`src/rtl/fir_pkg.sv`:
```
// Shared constants and types for the FIR input front end and the FIR core.
package fir_pkg;

  localparam int DATA_W       = 6;
  localparam int NUM_TAPS     = 4;
  localparam int COEFF_ADDR_W = $clog2(NUM_TAPS);

  typedef enum logic {
    STREAM = 1'b0,
    LOAD   = 1'b1
  } fir_in_state_t;

endpackage

```
`src/rtl/sync_edge.sv`:
```
// Multi-flop synchroniser for one raw pin plus a registered rising-edge detector.
// The chain and the history flop are preset to 1 so that a pin held high
// through reset is never seen as an edge.
module sync_edge #(
  parameter int STAGES = 2
) (
  input  logic clk,
  input  logic reset,
  input  logic pin,
  output logic level,
  output logic rise
);

  logic [STAGES-1:0] sync_q;
  logic              hist_q;

  // shift the raw pin through the synchroniser chain
  always_ff @(posedge clk) begin
    if (reset) begin
      sync_q <= '1;
    end else begin
      sync_q <= {sync_q[STAGES-2:0], pin};
    end
  end

  assign level = sync_q[STAGES-1];

  // one-cycle pulse when the synchronised level goes from 0 to 1
  always_ff @(posedge clk) begin
    if (reset) begin
      hist_q <= 1'b1;
      rise   <= 1'b0;
    end else begin
      hist_q <= level;
      rise   <= level & ~hist_q;
    end
  end

endmodule

```
`src/rtl/fir_input_framer.sv`:
```
// Pin-side front end of the FIR: synchronises ui_in, turns strobe edges into
// samples on a valid/ready stream, or into coefficient writes while loading.
//
//   state  | meaning
//   -------+---------------------------------------------------------------
//   STREAM | strobed values go out on m_tdata/m_tvalid; mode rise -> LOAD
//   LOAD   | strobed values write taps 0..NUM_TAPS-1; mode low aborts
module fir_input_framer #(
  parameter int DATA_W      = fir_pkg::DATA_W,
  parameter int NUM_TAPS    = fir_pkg::NUM_TAPS,
  parameter int SYNC_STAGES = 2
) (
  input  logic                        clk,
  input  logic                        reset,
  input  logic [DATA_W-1:0]           pin_data,
  input  logic                        pin_strobe,
  input  logic                        pin_mode,
  output logic [DATA_W-1:0]           m_tdata,
  output logic                        m_tvalid,
  input  logic                        m_tready,
  output logic                        coeff_we,
  output logic [$clog2(NUM_TAPS)-1:0] coeff_addr,
  output logic [DATA_W-1:0]           coeff_data,
  output logic                        loading,
  output logic                        overrun
);

  import fir_pkg::*;

  localparam int                ADDR_W    = $clog2(NUM_TAPS);
  localparam logic [ADDR_W-1:0] LAST_ADDR = ADDR_W'(NUM_TAPS - 1);

  logic [DATA_W-1:0] data_sync [SYNC_STAGES];
  logic [DATA_W-1:0] data_s;
  logic              str_level_unused;
  logic              str_evt;
  logic              mode_level;
  logic              mode_rise;
  fir_in_state_t     state;
  logic [ADDR_W-1:0] addr_cnt;
  logic              str_in_stream;
  logic              take_sample;
  logic              abort;

  sync_edge #(.STAGES(SYNC_STAGES)) u_sync_strobe (
    .clk   (clk),
    .reset (reset),
    .pin   (pin_strobe),
    .level (str_level_unused),
    .rise  (str_evt)
  );

  sync_edge #(.STAGES(SYNC_STAGES)) u_sync_mode (
    .clk   (clk),
    .reset (reset),
    .pin   (pin_mode),
    .level (mode_level),
    .rise  (mode_rise)
  );

  // plain synchroniser for the data pins, same depth as the strobe chain
  always_ff @(posedge clk) begin
    if (reset) begin
      for (int i = 0; i < SYNC_STAGES; i++) data_sync[i] <= '0;
    end else begin
      data_sync[0] <= pin_data;
      for (int i = 1; i < SYNC_STAGES; i++) data_sync[i] <= data_sync[i-1];
    end
  end

  assign data_s        = data_sync[SYNC_STAGES-1];
  assign abort         = (state == LOAD) && !mode_level;
  assign str_in_stream = (state == STREAM) && str_evt;
  assign take_sample   = str_in_stream && (!m_tvalid || m_tready);
  assign loading       = (state == LOAD);

  // mode FSM and coefficient write port; abort takes priority over a strobe
  always_ff @(posedge clk) begin
    if (reset) begin
      state      <= STREAM;
      addr_cnt   <= '0;
      coeff_we   <= 1'b0;
      coeff_addr <= '0;
      coeff_data <= '0;
    end else begin
      coeff_we <= 1'b0;
      case (state)
        STREAM: begin
          if (mode_rise) begin
            state    <= LOAD;
            addr_cnt <= '0;
          end
        end
        LOAD: begin
          if (abort) begin
            state    <= STREAM;
            addr_cnt <= '0;
          end else if (str_evt) begin
            coeff_we   <= 1'b1;
            coeff_addr <= addr_cnt;
            coeff_data <= data_s;
            if (addr_cnt == LAST_ADDR) begin
              state    <= STREAM;
              addr_cnt <= '0;
            end else begin
              addr_cnt <= addr_cnt + 1'b1;
            end
          end
        end
        default: begin
          state    <= STREAM;
          addr_cnt <= '0;
        end
      endcase
    end
  end

  // one-deep output register; a strobe that finds it full and stalled is dropped
  always_ff @(posedge clk) begin
    if (reset) begin
      m_tdata  <= '0;
      m_tvalid <= 1'b0;
      overrun  <= 1'b0;
    end else begin
      if (take_sample) begin
        m_tdata  <= data_s;
        m_tvalid <= 1'b1;
      end else if (m_tready) begin
        m_tvalid <= 1'b0;
      end
      if (str_in_stream && m_tvalid && !m_tready) overrun <= 1'b1;
    end
  end

endmodule

```
`config.mk`:
```
export PLATFORM = sky130hd
export DESIGN_NAME = fir_input_framer
export DESIGN_NICKNAME = d
export VERILOG_FILES = /design/src/rtl/fir_pkg.sv /design/src/rtl/sync_edge.sv /design/src/rtl/fir_input_framer.sv
export SDC_FILE = /design/constraint.sdc
export NUM_CORES = 1
export LEC_CHECK = 0
export CAP_MARGIN = 5
export CORE_MARGIN = 2
export CORE_UTILIZATION = 51
export DETAILED_ROUTE_END_ITERATION = 8
export MAX_ROUTING_LAYER = met4
export PLACE_DENSITY = 0.9
export SLEW_MARGIN = 20
export SYNTH_ARGS = -nofsm -noshare
export SYNTH_HDL_FRONTEND = slang
export SYNTH_SLANG_ARGS = --single-unit
```
`constraint.sdc`:
```
create_clock -name clk -period 2.45 [get_ports clk]
set_input_delay 0.6125 -clock clk [delete_from_list [all_inputs] [get_ports clk]]
set_output_delay 0.6125 -clock clk [all_outputs]
set_load 0.02 [all_outputs]
```
Yosys cells after proc, flatten, opt, wreduce, memory -nomap -nowiden. Memories as Yosys holds them, arrays and structs flattened. Index checks and enable logic that the tools add are counted.

Bits in registers: 28. RAM bits: 12. Input bits: 11. Output and inout port bits: 18. Word-level logic and storage cells: 58. Memories kept: 1.

$add $sub $neg: 1. Equality and inequality tests: 3. Multiplexer cells: 18. Bitwise gates (word level): 8. Reduce and logical (&&, ||, !) cells: 13.

Memories: data_sync (depth 2, bits a word 6, rd ports 2, clocked after memory_dff 0, write ports 2, RTL line fir_input_framer.sv:33) `logic [DATA_W-1:0] data_sync [SYNC_STAGES];`.

Operator list (number): $mux 6 (2); $mux 1 (10); $mux 2 (4); $logic_and 1x1->1 (5); $not 1->1 (4); $pmux 2 s2 (1); $logic_not 1->1 (3); $ne 3x1->1 const B (1); $reduce_and 3->1 (1); $reduce_or 3->1 (1); $add 2x1->2 const B (1); $and 1x1->1 (2); $eq 2x2->1 const B (1); $ne 2x1->1 const B (1); $or 1x1->1 (2); $pmux 1 s2 (1); $reduce_and 2->1 (1); $reduce_bool 2->1 (1); $logic_or 1x1->1 (1).

Longest topological paths before layout. Gate-level depths: netlist (run 1).

Word-level depth: 5. Gate-level depth with buffers: 4.

Modules after synthesis. A second synthesis (run 1) with hierarchy kept.

Cells, all modules: 132. Area total of the unflattened synthesis: 1305.0 um^2.

By module, submodules not included: fir_input_framer (instances 1, cells each 116, area an instance 1092.3 um^2); sync_edge (instances 2, cells each 8, area an instance 106.4 um^2).

Worst setup path before layout (run 1). OpenSTA, ideal clock, no wires.

Path type: input-to-reg. From: input reset. To: register u_sync_mode.sync_q[0]. Arrival time: 1.054 ns. Data required time: 2.327 ns. Slack: 1.273 ns. Stages: 2. Buffers on the path: 1. Cells stage by stage: clkbuf_1 or2_2.

RTL lines: from (decl) (RTL line fir_input_framer.sv:14) `input logic reset,`; to (signal assigned) (RTL line sync_edge.sv:22) `sync_q <= {sync_q[STAGES-2:0], pin};`; to (decl) (RTL line sync_edge.sv:14) `logic [STAGES-1:0] sync_q;`.

No word-level cell between the ends.

Final worst setup path (run 1).
From: register state (netlist: loading). To: output loading.

RTL lines: from (decl) (RTL line fir_input_framer.sv:39) `fir_in_state_t state;`; from (signal assigned) (RTL line fir_input_framer.sv:80) `state <= STREAM;`; from (signal assigned) (RTL line fir_input_framer.sv:90) `state <= LOAD;`; from (signal assigned) (RTL line fir_input_framer.sv:96) `state <= STREAM;`; to (decl) (RTL line fir_input_framer.sv:24) `output logic loading,`.

No word-level cell between the ends.

==> results by stage, run 1 <==
Finish:
- With fillers left out, the area of the finished cells amounts to 0.00171 sq mm.
- Once layout is complete, the cells apart from fillers number 190.
- The ratio of cells with drive above 1 in the final layout is 10.6%.
- The layout overhead on the synthesized area is 33.0%.
- For this run, the post-layout net count is 171.
- The antenna diode count is 0.

GRT:
- The global-route total usage across every layer is 17.5%.
- Entering global routing, the biggest net connects 24 pins.
- The global routing met3 resource utilization is 9.17%.
- The aggregate global routing overflow is 0.
- The first global-routing pass estimated 3400 microns of wire.
- The via count of the first global-routing pass is 841.
- The most congested layer reported by global routing is met2.
- The global-route track usage on met2 is 28.5%.
- The number of antenna violations at the first check in global routing is 0.
- The routing usage on met1 is 18.2%.

Yosys:
- For this run, the register share of the synthesized area comes to 62.4%.
- The cell count after synthesis came out at 129.
- The netlist area before placement is 0.00128 sq mm.
- The Yosys step of the flow raised 0 warnings.
- The count of unique library cells instantiated by Yosys is 20.
- The post-synthesis average cell area is 9.94 sq um.
- After synthesis the netlist holds a flip-flop and latch count of 40.
- The net count after synthesis is 141.

Detailed routing:
- The average detailed-routed wire length per instance is 11.6 microns.
- The detailed router finished its first iteration with 17 violations.
- For this block, the via count after detailed routing is 946.
- The remaining routing DRC violations is 0.
- The via count normalized by instance count is 4.98.
- The final layout contains routed wiring with a total length of 2200 microns.
- The count of nets left with antenna violations once routing finished came out at 0.
- The iteration count of the initial detailed-routing pass is 4.

Critical path:
- Together, buffers and inverters on the worst path number 1.
- Data on the critical path arrives at its endpoint at 1.45 ns.
- The largest single stage delay on the critical path is 0.65 ns.
- The endpoint class of the critical path is an output pin.
- The critical-path maximum fanout is 9.
- The required time at the endpoint of the critical path is 1.84 ns.
- The critical path class is reg -> out.
- For this design, the slowest cell found on the critical path is sky130_fd_sc_hd__clkdlybuf4s50_1.
- The kind of start point of the critical path is a flip-flop.
- The kind of cell with the highest combined delay along the critical path is buffers and inverters.
- Traced cell by cell, the critical path runs through clkdlybuf4s50_1.

Timing:
- Across all hold checks on the routed design, the worst slack comes to 0.395 ns.
- Setup violations remaining at the end of the flow were counted as 0.
- The tightest slew margin relative to the limit is 67.5%.
- The setup slack of the critical path after layout is 0.386 ns.
- At the pin with the least slew margin, the transition time is 0.486 ns.
- Between clock sinks in the finished design, the worst skew comes to 0.0109 ns.
- Dividing the final minimum period by the clock period gives 84.2%.
- The upper clock frequency limit is 484 MHz.
- The minimum clock period after layout is 2.06 ns.
- The total negative slack is 0 ns.
- The final count of hold timing violations is 0.
- Setup repair after global routing left no endpoint under its margin.
- The number of pins exceeding their max-slew limit in the final report is 0.

CTS:
- The later pin in the worst-skew pair is clocked with a latency of 0.34 ns.
- The number of levels in the clock H-tree is 2.
- The post-CTS clock slew at the launch and capture registers of the worst setup and hold paths is 0.11 ns.
- Counting along the longest clock path gives a buffer depth of 2.
- The number of clock buffers added by TritonCTS is 5.
- CTS placed an instance of sky130_fd_sc_hd__clkbuf_4 at the clock tree root.
- The clock sink count is 40.
- The clock tree from TritonCTS is built.
- Gates resized during post-CTS repair numbered 0.
- The post-CTS setup repair buffer count is 0.
- The number of hold buffers added after CTS was 0.

Place:
- Before CTS, the worst setup slack after placement is 0.498 ns.
- In this run the cell area measured after placement is 0.00158 sq mm.
- The total of buffers placed on input and output ports is 28.
- The number of placed cells counting well taps is 182.
- The HPWL after detailed placement is 1650 microns.
- At the end of routability-driven placement, the weighted congestion stood at 0.787.

Pwr:
- The highest ir drop seen on vdd is 0.665 mV.
- In this run the static leakage power is 0.611 nW.
- The ratio of total power to cell area is 786 mW/mm^2.

Floorplan:
- The overall die height is 54.1 microns.
- The die footprint is 0.00293 sq mm.
- The core outline area is 0.00243 sq mm.
- The starting density of the core is 52.7%.
- The number of placement rows is 18.
- 29 I/O pins were placed.
- The die is 54.1 microns wide.

Flow run:
- Max-cap violations in this run came to 0.

Min path:
- The path class of the tightest hold or removal check is reg -> reg.

Outcome:
- The run finished with clean final reports.
==> kinds of logic after synthesis <==
| group | share of synthesized area [%] |
|---|---|
| fa+ha+maj | 0.975 |
| flops | 62.4 |
| compound gates | 10.7 |
| simple gates | 23.5 |
| buf+inv | 2.34 |
==> cells in the mapped netlist (all sizes together) <==
master	count	area [sq um]
nor2b	14	87.6
nor3b	2	15.0
and3	1	6.26
nand2b	3	18.8
nor2	3	13.8
buf	4	22.5
clkbuf	2	7.51
nand3b	1	7.51
a22o	2	17.5
ha	1	12.5
nand3	8	45.0
dfxtp	40	801
nand2	17	63.8
or2	7	43.8
o21ai	6	30.0
a21oi	18	90.1
==> registers in the layout (all words and copies together) (netlist names), 2 cells and up <==
name                  count
m_tdata                   6
addr_cnt                  2
u_sync_mode.sync_q        2
u_sync_strobe.sync_q      2
coeff_addr                2
data_sync                12
coeff_data                6
==> per-layer routing <==
layer | vias to the layer above | wire length, microns
met5 | - | 0
met4 | 0 | 0
met3 | 0 | 143
met2 | 28 | 1150
met1 | 432 | 902
li1 | 486 | -
==> final timing paths <==
path | startpoint | endpoint | slack (ns) | cells past startpoint
worst max register to register | u_sync_strobe.rise | m_tdata[3] | 1.23 | 3
worst min-delay path | u_sync_mode.hist_q | u_sync_mode.rise | 0.40 | 1
worst min register to register | u_sync_mode.hist_q | u_sync_mode.rise | 0.40 | 1
worst max-delay path | loading | loading | 0.39 | 1
==> power breakdown <==
part	leakage, nW	internal, mW	switching [mW]
registers	0.326	0.665	0.00634
logic	0.220	0.0259	0.0173
clock network	0.0654	0.420	0.206
==> through the flow <==
stage / util, % / power (mW)
6_report: 70.1 / 1.34
4_1_cts: 70.1 / 1.35
2_1_floorplan: - / 0.707
3_5_place_dp: 64.9 / 0.730
3_3_place_gp: 64.9 / 0.727
5_1_grt: 70.1 / 1.38
==> area by class of cell <==
type                    count  area [sq um]
flip-flops and latches     40           801
fillers                   187           727
multi-input cells          83           452
repair buffers             29           288
clock inverters             3          90.1
clock buffers               5          37.5
well taps                  30          37.5
==> cells in the final DEF (no fill, tap or decap), drive strengths merged <==
| cell type | netlist | layout |
|---|---|---|
| nand2 | 17 | 17 |
| and3 | 1 | 1 |
| nand3b | 1 | 1 |
| clkdlybuf4s50 | 0 | 28 |
| dfxtp | 40 | 40 |
| a22o | 2 | 2 |
| nor2b | 14 | 14 |
| bufinv | 0 | 3 |
| nor2 | 3 | 3 |
| nand2b | 3 | 3 |
| buf | 4 | 1 |
| nor3b | 2 | 2 |
| ha | 1 | 1 |
| a21oi | 18 | 18 |
| clkbuf | 2 | 5 |
| o21ai | 6 | 6 |
| nand3 | 8 | 8 |
| or2 | 7 | 7 |
Power figures use the tool's default switching activity.
==> run 2, diff against run 1 <==
--- a/config.mk
+++ b/config.mk
@@ -7,10 +7,10 @@
 export LEC_CHECK = 0
 export CAP_MARGIN = 5
 export CORE_MARGIN = 2
-export CORE_UTILIZATION = 51
+export CORE_UTILIZATION = 48
 export DETAILED_ROUTE_END_ITERATION = 8
 export MAX_ROUTING_LAYER = met4
-export PLACE_DENSITY = 0.9
+export PLACE_DENSITY = 0.86
 export SLEW_MARGIN = 20
 export SYNTH_ARGS = -nofsm -noshare
 export SYNTH_HDL_FRONTEND = slang
==> constraint.sdc (replaced) <==
create_clock -name clk -period 2.14 [get_ports clk]
set_input_delay 0.535 -clock clk [delete_from_list [all_inputs] [get_ports clk]]
set_output_delay 0.535 -clock clk [all_outputs]
set_load 0.02 [all_outputs]
==> run 2 against run 1 <==
  * Count of clock-buffer cells in the layout grew 2
  * Critical path depth is the same
  * Die area grew 5.8%
  * Total power shrank 9.4%
  * Critical path type unchanged
  * Largest power group unchanged
  * Final cell count shrank 0.53%
  * Setup slack lost 0.21 ns
  * Sequential power grew 14%
==> results by stage, run 2 (synthesized netlist as in run 1, its figures left out) <==
Min path:
- The tightest min-delay check is of the reg -> reg type.
- The worst hold path cell count is 1 (unchanged).
- The worst hold path begins at u_sync_strobe.hist_q.
- The path with the worst hold slack has its endpoint at u_sync_strobe.rise.

Detailed routing:
- The remaining number of nets flagged by the antenna check after routing is 0 (unchanged).
- The number of DRC markers in iteration 0 is 24 (+7).
- The remaining routing DRC violations is 0 (unchanged).
- The via count normalized by instance count is 4.89 (-1.7%).
- The via total after detailed routing is 925 (-2.2%).
- The iteration count of the initial detailed-routing pass came to 4 (unchanged).
- The wire length reported by the detailed router is 2050 microns (-6.8%).
- The average detailed-routed wire length per instance is 10.8 microns (-6.3%).

Critical path:
- STA classifies the critical path endpoint as an output pin.
- The worst register-to-register path ends at m_tdata[5].
- The critical-path maximum fanout came to 9 (unchanged).
- The required time at the endpoint of the critical path was 1.60 ns (-0.24 ns).
- The largest delay contributor family on the critical path is buffers and inverters.
- The cell type of the slowest stage on the worst timing path is sky130_fd_sc_hd__clkdlybuf4s50_1.
- The worst reg2reg path depth was 3 (unchanged).
- The highest cell delay on the worst timing path is 0.65 ns (about the same).
- The critical path class is reg -> out.
- The slack of the worst reg-to-reg path came to 0.93 ns (-0.30 ns).
- The worst path buffer plus inverter count came to 1 (unchanged).
- STA classifies the critical path startpoint as a flip-flop.
- The signal arrival time at the worst endpoint came to 1.43 ns (-0.02 ns).
- The reg-to-reg critical path startpoint is u_sync_strobe.rise.
- The signal on the critical path passes through clkdlybuf4s50_1.

Pwr:
- The ratio of total power to cell area is 739 mW/mm^2 (-5.9%).
- The switching share of power came to 19.6% (+2.5 points).
- The clock power share is 32.8% (-14 points).
- The overall power of the completed layout is 1.21 mW (-9.4%).
- The reported net switching power is 238 uW (+3.7%).
- The sequential fraction of design power was 63.2% (+13 points).
- The highest ir drop seen on vdd came to 0.549 mV (-18%).
- The logic gate share of total power is 4.0% (+0.8 points).
- The total leakage power is 0.583 nW (-4.6%).
- The total internal power is 977 uW (-12%).

GRT:
- The aggregate global routing overflow is 0 (unchanged).
- The via count of the first global-routing pass is 808 (-3.9%).
- The pin count of the biggest net entering global routing is 23 (-4.2%).
- The number of antenna violations at the first check in global routing is 0 (unchanged).
- The wire length of the first global-routing pass is 3390 microns (-0.21%).
- The global-route total usage across every layer is 14.8% (-2.7 points).

Floorplan:
- The number of placement rows was 18 (unchanged).
- The starting density of the core is 51.3% (-1.4 points).
- The die footprint was 0.00310 sq mm (+5.8%).
- The x dimension of the die is 55.7 microns (+2.9%).
- The number of top-level pins is 29 (unchanged).
- The overall die height is 55.7 microns (+2.9%).
- The core outline area was 0.00250 sq mm (+2.8%).

Flow run:
- The max-capacitance violation count was 0 (unchanged).

Timing:
- The tightest slew margin relative to the limit is 65.0% (-2.5 points).
- Based on the critical path, the design can be clocked at up to 510 MHz.
- The number of pins exceeding their max-slew limit in the final report came to 0 (unchanged).
- The final count of negative-setup-slack endpoints is 0 (unchanged).
- For the finished layout, the period the worst path requires is 1.96 ns.
- The total negative slack was 0 ns (unchanged).
- Setup repair after global routing left no endpoint under its margin.
- The final critical path takes up 91.7% of the cycle.
- The setup skew after layout is 0.00960 ns (-0.00129 ns).
- The transition time at the pin with the least slew margin is 0.523 ns (+0.0369 ns).
- The final count of hold timing violations is 0 (unchanged).

Finish:
- The area growth from synthesis to layout is 28.1%.
- Counting flops per register, the top entry is data_sync.
- The leading cell type in the layout, fill and taps excluded is sky130_fd_sc_hd__dfxtp_1.
- The area taken by multi-input logic gates came to 452 sq um (unchanged).
- The fraction of the core area covered by cells at the end of the flow is 65.7% (-4.4 points).
- The largest registers in the layout are data_sync (12), coeff_data (6), m_tdata (6).
- The area taken by flip-flops and latches is 801 sq um (unchanged).
- The number of flip-flops in the largest register is 12 (unchanged).
- The final-layout fill cell count was 208 (+11%).
- The top cell types in the final layout, fill and taps aside, are sky130_fd_sc_hd__dfxtp_1 (40), sky130_fd_sc_hd__clkdlybuf4s50_1 (28), sky130_fd_sc_hd__a21oi_1 (18).
- The number of nets in the final layout is 171 (unchanged).
- The ratio of cells with drive above 1 in the final layout is 10.1% (-0.56 points).
- The antenna diode count was 0 (unchanged).

CTS:
- The total clock buffers created by CTS is 5 (unchanged).
- The clock sink count was 40 (unchanged).
- The post-CTS setup repair buffer count is 0 (unchanged).
- The clock tree from TritonCTS is built.
- The number of gates resized after cts is 0 (unchanged).
- The insertion delay to the later sink of the worst-skew pair came to 0.33 ns (about the same).
- The count of hold buffers inserted by post-cts repair is 0 (unchanged).
- The post-CTS clock slew at the launch and capture registers of the worst setup and hold paths was 0.10 ns (about the same).
- The maximum number of buffers from clock root to sink is 2 (unchanged).
- The number of levels in the clock H-tree is 2 (unchanged).
- In this run the clock root is driven by a sky130_fd_sc_hd__clkbuf_4.

Place:
- The detailed placement HPWL came to 1540 microns (-6.5%).
- The total of buffers placed on input and output ports came to 28 (unchanged).
- The global placement routability congestion is 0.778 (-1.1%).

Outcome:
- The run finished with clean final reports.
==> run 2: how the worst max path moves through the flow <==
stage	depth (start not counted)	slack [ns]	end	from
floorplan	2	1.04	u_sync_mode.sync_q[0]	reset
finish	1	0.18	loading	loading
global placement	3	0.30	overrun	reset
CTS	1	0.15	loading	loading
global route	1	0.1	loading	loading
detailed placement	3	0.24	m_tdata[5]	reset
==> run 2: cell type report <==
type	instances	area share [%]
repair buffers	29	17.5
flip-flops and latches	40	48.7
well taps	30	2.28
clock buffers	7	3.96
multi-input cells	83	27.5
==> run 2: power groups by stage <==
stage          registers [mW]  logic, mW  clock network, mW
2_1_floorplan           0.784     0.0248                  0
3_3_place_gp            0.784     0.0475                  0
3_5_place_dp            0.785     0.0491                  0
4_1_cts                 0.767     0.0492              0.411
5_1_grt                 0.770     0.0539              0.451
6_report                0.768     0.0487              0.398
==> run 2: routing by layer <==
| layer | global-route usage (%) | routed length (microns) |
|---|---|---|
| met3 | 4.88 | 107 |
| met1 | 16.6 | 924 |
| met2 | 22.6 | 963 |
| met5 | - | 0 |
| met4 | 9.41 | 50 |
==> run 2: through the flow <==
stage / instance area [sq um] / hold WS (ns) / setup WS (ns) / cells
floorplan: 1280 / 0.372 / 1.04 / 129
global placement: 1580 / 0.378 / 0.301 / 182
detailed placement: 1580 / 0.381 / 0.239 / 182
CTS: 1640 / 0.396 / 0.152 / 189
global route: 1640 / 0.409 / 0.0954 / 189
finish: 1640 / 0.402 / 0.178 / 189
==> run 3, diff against run 2 <==
--- a/config.mk
+++ b/config.mk
@@ -11,6 +11,7 @@
 export DETAILED_ROUTE_END_ITERATION = 8
 export MAX_ROUTING_LAYER = met4
 export PLACE_DENSITY = 0.86
+export SKIP_CTS_REPAIR_TIMING = 1
 export SLEW_MARGIN = 20
 export SYNTH_ARGS = -nofsm -noshare
 export SYNTH_HDL_FRONTEND = slang
==> results of run 3 <==
No change in the layout: final DEF, timing and power equal those of run 2.
